**config.mk**
```make
export PLATFORM = sky130hd
export DESIGN_NAME = dmem_arbiter
export DESIGN_NICKNAME = d
export VERILOG_FILES = /design/src/rtl/dmem_arbiter.sv
export SDC_FILE = /design/constraint.sdc
export NUM_CORES = 1
export LEC_CHECK = 0
export BUFFER_PORTS_ARGS = -buffer_cell sky130_fd_sc_hd__clkbuf_2
export CORE_ASPECT_RATIO = 0.75
export CORE_MARGIN = 1
export CORE_UTILIZATION = 35
export DETAILED_ROUTE_END_ITERATION = 8
export GPL_ROUTABILITY_DRIVEN = 0
export PLACE_DENSITY_LB_ADDON = 0.2
export SETUP_SLACK_MARGIN = 0.02
export SYNTH_ARGS = -nofsm -noshare
export SYNTH_HDL_FRONTEND = slang
export SYNTH_SLANG_ARGS = --single-unit
```
**constraint.sdc**
```tcl
create_clock -name clk -period 4 [get_ports clk]
set_input_delay 0.2 -clock clk [delete_from_list [all_inputs] [get_ports clk]]
set_output_delay 0.2 -clock clk [all_outputs]
set_load 0.02 [all_outputs]
```
**src/rtl/dmem_arbiter.sv**
```systemverilog
// Two-port arbiter for the 8x16 data memory: round-robin on ties, a fixed
// IDLE -> ACCESS -> RESP transaction per access, and all outputs registered.
module dmem_arbiter #(
  parameter int ADDR_W = 3,
  parameter int DATA_W = 16
) (
  input  logic              clk,
  input  logic              rst,
  input  logic [1:0]        req,
  input  logic [1:0]        we,
  input  logic [ADDR_W-1:0] addr0,
  input  logic [ADDR_W-1:0] addr1,
  input  logic [DATA_W-1:0] wdata0,
  input  logic [DATA_W-1:0] wdata1,
  output logic [1:0]        gnt,
  output logic [1:0]        ack,
  output logic [DATA_W-1:0] rdata,
  output logic              busy,
  output logic              sig_mem_write,
  output logic              sig_mem_read,
  output logic [ADDR_W-1:0] mem_addr,
  output logic [DATA_W-1:0] mem_wdata,
  input  logic [DATA_W-1:0] mem_rdata
);

  typedef enum logic [1:0] {S_IDLE, S_ACCESS, S_RESP} state_t;

  state_t              r_state, w_state_nxt;
  logic                r_last_gnt, w_last_gnt;
  logic                r_we, w_we;
  logic [1:0]          r_gnt, w_gnt;
  logic [1:0]          r_ack, w_ack;
  logic                r_wr, w_wr;
  logic                r_rd, w_rd;
  logic                r_busy, w_busy;
  logic [ADDR_W-1:0]   r_addr, w_addr;
  logic [DATA_W-1:0]   r_wdata, w_wdata;
  logic [DATA_W-1:0]   r_rdata, w_rdata;
  logic                w_win_vld;
  logic                w_win;

  // On a tie the port that did not win last time takes it.
  always_comb begin
    w_win_vld = |req;
    case (req)
      2'b10:   w_win = 1'b1;
      2'b11:   w_win = ~r_last_gnt;
      default: w_win = 1'b0;
    endcase
  end

  always_ff @(posedge clk or posedge rst) begin
    if (rst) r_state <= S_IDLE;
    else     r_state <= w_state_nxt;
  end

  always_comb begin
    w_state_nxt = r_state;
    case (r_state)
      S_IDLE:   if (w_win_vld) w_state_nxt = S_ACCESS;
      S_ACCESS: w_state_nxt = S_RESP;
      S_RESP:   w_state_nxt = S_IDLE;
      default:  w_state_nxt = S_IDLE;
    endcase
  end

  // Next values for the registered outputs; strobes and ack land one
  // cycle after the decision so nothing on the memory side sees req directly.
  always_comb begin
    w_gnt      = r_gnt;
    w_ack      = 2'b00;
    w_wr       = 1'b0;
    w_rd       = 1'b0;
    w_we       = r_we;
    w_addr     = r_addr;
    w_wdata    = r_wdata;
    w_rdata    = r_rdata;
    w_last_gnt = r_last_gnt;
    case (r_state)
      S_IDLE: begin
        w_gnt = 2'b00;
        if (w_win_vld) begin
          w_gnt      = w_win ? 2'b10 : 2'b01;
          w_we       = we[w_win];
          w_wr       = we[w_win];
          w_rd       = ~we[w_win];
          w_addr     = w_win ? addr1 : addr0;
          w_wdata    = w_win ? wdata1 : wdata0;
          w_last_gnt = w_win;
        end
      end
      S_ACCESS: begin
        if (!r_we) w_rdata = mem_rdata;
        w_ack = r_gnt;
      end
      S_RESP:  w_gnt = 2'b00;
      default: w_gnt = 2'b00;
    endcase
    w_busy = (w_state_nxt != S_IDLE);
  end

  always_ff @(posedge clk or posedge rst) begin
    if (rst) begin
      r_last_gnt <= 1'b1;
      r_we       <= 1'b0;
      r_gnt      <= 2'b00;
      r_ack      <= 2'b00;
      r_wr       <= 1'b0;
      r_rd       <= 1'b0;
      r_busy     <= 1'b0;
      r_addr     <= '0;
      r_wdata    <= '0;
      r_rdata    <= '0;
    end else begin
      r_last_gnt <= w_last_gnt;
      r_we       <= w_we;
      r_gnt      <= w_gnt;
      r_ack      <= w_ack;
      r_wr       <= w_wr;
      r_rd       <= w_rd;
      r_busy     <= w_busy;
      r_addr     <= w_addr;
      r_wdata    <= w_wdata;
      r_rdata    <= w_rdata;
    end
  end

  assign gnt           = r_gnt;
  assign ack           = r_ack;
  assign rdata         = r_rdata;
  assign busy          = r_busy;
  assign sig_mem_write = r_wr;
  assign sig_mem_read  = r_rd;
  assign mem_addr      = r_addr;
  assign mem_wdata     = r_wdata;

endmodule

```
==> impl_summary.md <==
Floorplanning
The die covers 6481 um^2. Pin placement for this block handled 102 I/O pins. The floorplan step set the die height to 69.97 um. In this run the standard cell core region covers 5886 um^2. The starting density of the core is 36.63%.

After floorplanning, the core was divided into 24 placement rows. Measured along the x axis, the die boundary spans 92.63 um.

Power
The cell leakage power is 1.481 nW. Internal power comes to 1.391 mW. The clock power share is 12.8%. The net switching power is 0.8203 mW. The maximum vdd drop is 292.5 uV.

In this run, the combinational gates consume 49.9% of the power. The switching part of the total power is 37.10%. The part of the power in registers is 37.3%. The total power per unit cell area is 797.5 nW/um^2.

Layout
The commonest non-fill, non-tap cell in the layout is sky130_fd_sc_hd__clkbuf_2. The antenna diode instance count is 0. Excluding fillers, the count of instances in the completed layout stands at 308. The number of nets in the finished design is 289. The top cell types in the final layout, fill and taps aside, are sky130_fd_sc_hd__clkbuf_2, sky130_fd_sc_hd__dfrtp_1, sky130_fd_sc_hd__mux2_4. The area growth from synthesis to final layout is 28.61%. At the end of the flow the core is filled with cells to 47.11%. Cells with a size suffix above 1 make up 73.91% of the layout. The finished layout cell area is 2773 um^2.

Routing
The number of DRC markers after the initial detailed-route iteration is 31. Detailed routing inserted a total of 1,323 vias. The post-detailed-route via-to-cell ratio is 4.295. In this run the remaining antenna-violating nets after routing total 0. For this run, the detailed router's first-pass iteration total came to 4. The total wirelength of the detailed-routed design is 3.838 mm.

After detailed routing, the number of remaining DRC violations is 0. The routed wire length per instance is 12.46 um.

Placement
Summed over all nets, the half-perimeter wirelength after detailed placement is 2.875 mm. The instance count after placement with tap cells included is 300. The number of port buffers is 101. The cell area after placement is 2681 um^2.

Worst setup path
The critical path class is register to register. The largest single stage delay on the critical path is 740 ps. Along the worst path, the maximum fanout reaches 16. The worst setup path is captured at a register.

The data arrival time of the worst path is 2180 ps. On the critical path, the stage with the largest delay is an instance of sky130_fd_sc_hd__nor3_4. The kind of start point of the critical path is a register. The worst path required time is 4180 ps. Traced cell by cell, the critical path runs through nor3_4, buf_4, mux2_2.

GRT
Across every metal layer, demand over resource in global routing totals 13.05%. The initial antenna violation count is 0. The number of global-route vias before repair came to 1,384. The pin count of the biggest net entering global routing is 47. Summed over all layers, the global routing overflow is 0. The wire length of the first global-routing pass is 6.513 mm.

Clock tree
The root buffer cell chosen for the clock tree is sky130_fd_sc_hd__clkbuf_8. The quantity of gates resized following cts is 0. The H-tree generated during clock tree synthesis spans 2 levels. Counting the buffers created by CTS gives 5.

TritonCTS built the clock tree. The largest buffer count on any clock path is 2. The clock latency at the later pin of the worst-skew pair is 290 ps. Clock-pin slew was measured on the worst setup and hold paths at 80 ps. Counting every sink on the clock net gives 46. The number of hold buffers added after CTS was 0.

The post-CTS setup buffer count is 0.

Status
The flow ran to the end, and the final reports show no timing, DRC or antenna violations.

STA
Static timing analysis puts the maximum clock frequency at 499.6 MHz. The final-layout setup total negative slack is 0 ps. In the finished design, the share of the clock period the worst path needs comes to 50.04%.

The shortest clock period the worst path allows after layout is 2002 ps. The total count of max-transition violations in the final report came to 0. Setup repair after global routing left no endpoint under its margin.

The count of final setup violators is 0. The worst pin sits at a relative slew slack of 39.63%. The worst-case clock skew is 7.253 ps. At the pin with the least slew margin, the transition time is 905.6 ps. The number of failing hold endpoints at the final stage is 0.

Yosys
The area of the mapped netlist is 2156 um^2. The number of nets in the synthesized netlist is 186. After synthesis, the cell types taking the most area are sky130_fd_sc_hd__dfrtp_1, sky130_fd_sc_hd__mux2_4, sky130_fd_sc_hd__mux2_2. Synthesis handed over a netlist of 126 instances. After synthesis, flip-flops and latches occupy 53.45% of the total area. The synthesized design devotes to its leading area cell type 52.23% of total area.

The largest total area in the synthesized netlist belongs to sky130_fd_sc_hd__dfrtp_1. The synthesized netlist contains 18 unique library cells. The number of warnings printed during yosys synthesis is 0. After synthesis, the mean cell area works out to 17.11 um^2.

The count of state elements after synthesis is 46.

Hold path
The class of the tightest hold or removal check is input pin to async pin.

Flow run
Across the run, the number of max-cap violations was 0.
## Yosys cell counts
master                     n
sky130_fd_sc_hd__nor2b_4   1
sky130_fd_sc_hd__and2_1    4
sky130_fd_sc_hd__o21a_1    1
sky130_fd_sc_hd__buf_6     4
sky130_fd_sc_hd__or2_2     1
sky130_fd_sc_hd__a21bo_4   1
sky130_fd_sc_hd__inv_1     3
sky130_fd_sc_hd__nor2_1    2
sky130_fd_sc_hd__nor3_4    1
sky130_fd_sc_hd__dfstp_2   1
sky130_fd_sc_hd__a21o_2    1
sky130_fd_sc_hd__dfrtp_1  45
sky130_fd_sc_hd__mux2_2   12
sky130_fd_sc_hd__nor2b_1   1
sky130_fd_sc_hd__buf_12    2
sky130_fd_sc_hd__mux2i_1   3
sky130_fd_sc_hd__mux2_4   42
sky130_fd_sc_hd__nand2_1   1
## cells by family after synthesis
family                 synth area share, %
buffers and inverters                4.469
muxes                                36.91
and+or+nand+nor                      3.657
AOI/OAI and AO/OA                    1.509
DFF                                  53.45
## worst max-delay path: cells and delay by family (launching register included)
| family | cells | cell delay, ps |
|---|---|---|
| buf+inv | 1 | 350 |
| flops | 1 | 450 |
| mux | 1 | 350 |
| simple gates | 1 | 740 |
## worst paths after layout
path                              startpoint       endpoint  slack, ps  cells after the start
worst max register to register    r_state[1]  mem_wdata[15]       2000                      3
worst max-delay path              r_state[1]  mem_wdata[15]       2000                      3
worst min-delay path                     rst       rdata[7]         90                      2
worst min register to register    r_last_gnt     r_last_gnt        480                      2
max in group asynchronous                rst  mem_wdata[12]       3350                      2
min in group clk                mem_rdata[7]       rdata[7]        140                      2
## area by class of cell
class                           instances  area (um^2)
Clock buffer                            7        86.33
Clock inverter                          1        5.005
Fill cell                             537         3113
Inverter                                3        11.26
Multi-Input combinational cell         71        907.1
Sequential cell                        46         1152
Tap cell                               78        97.59
Timing Repair Buffer                  102        513.0
## per-stage QoR
| stage | worst slack (ps) | power (mW) | hold slack (ps) |
|---|---|---|---|
| after floorplan | 2509 | 1.671 | 348.1 |
| after global placement | 1996 | 1.941 | 433.6 |
| after detailed placement | 1972 | 1.953 | 437.1 |
| after CTS | 1965 | 2.245 | 128.9 |
| after global routing | 1878 | 2.359 | 124.4 |
| final | 1999 | 2.211 | 91.04 |
## power by group through the flow
stage	Sequential (mW)	Combinational, mW	Clock [mW]
after global placement	0.838	1.10	0
after CTS	0.828	1.12	0.295
after floorplan	1.08	0.588	0
after global routing	0.856	1.18	0.318
final	0.826	1.10	0.283
after detailed placement	0.829	1.12	0
## registers in the layout, indices dropped and copies added, names as in the netlist
name	count
mem_addr	3
sig_mem_read	1
sig_mem_write	1
mem_wdata	16
busy	1
gnt	2
rdata	16
r_state	2
ack	2
r_last_gnt	1
r_we	1
## per-layer routing
layer / share of wire, % / wire length, um / global-route usage (%) / up-vias
met1: 47 / 1812 / 17.51 / 612
met4: 0.36 / 14 / 3.590 / 0
met2: 43 / 1660 / 19.92 / 65
li1: - / - / - / 642
met5: 0 / 0 / 0 / -
met3: 9.2 / 352 / 4.793 / 4
Note: power is estimated with default switching activity, not from simulation.
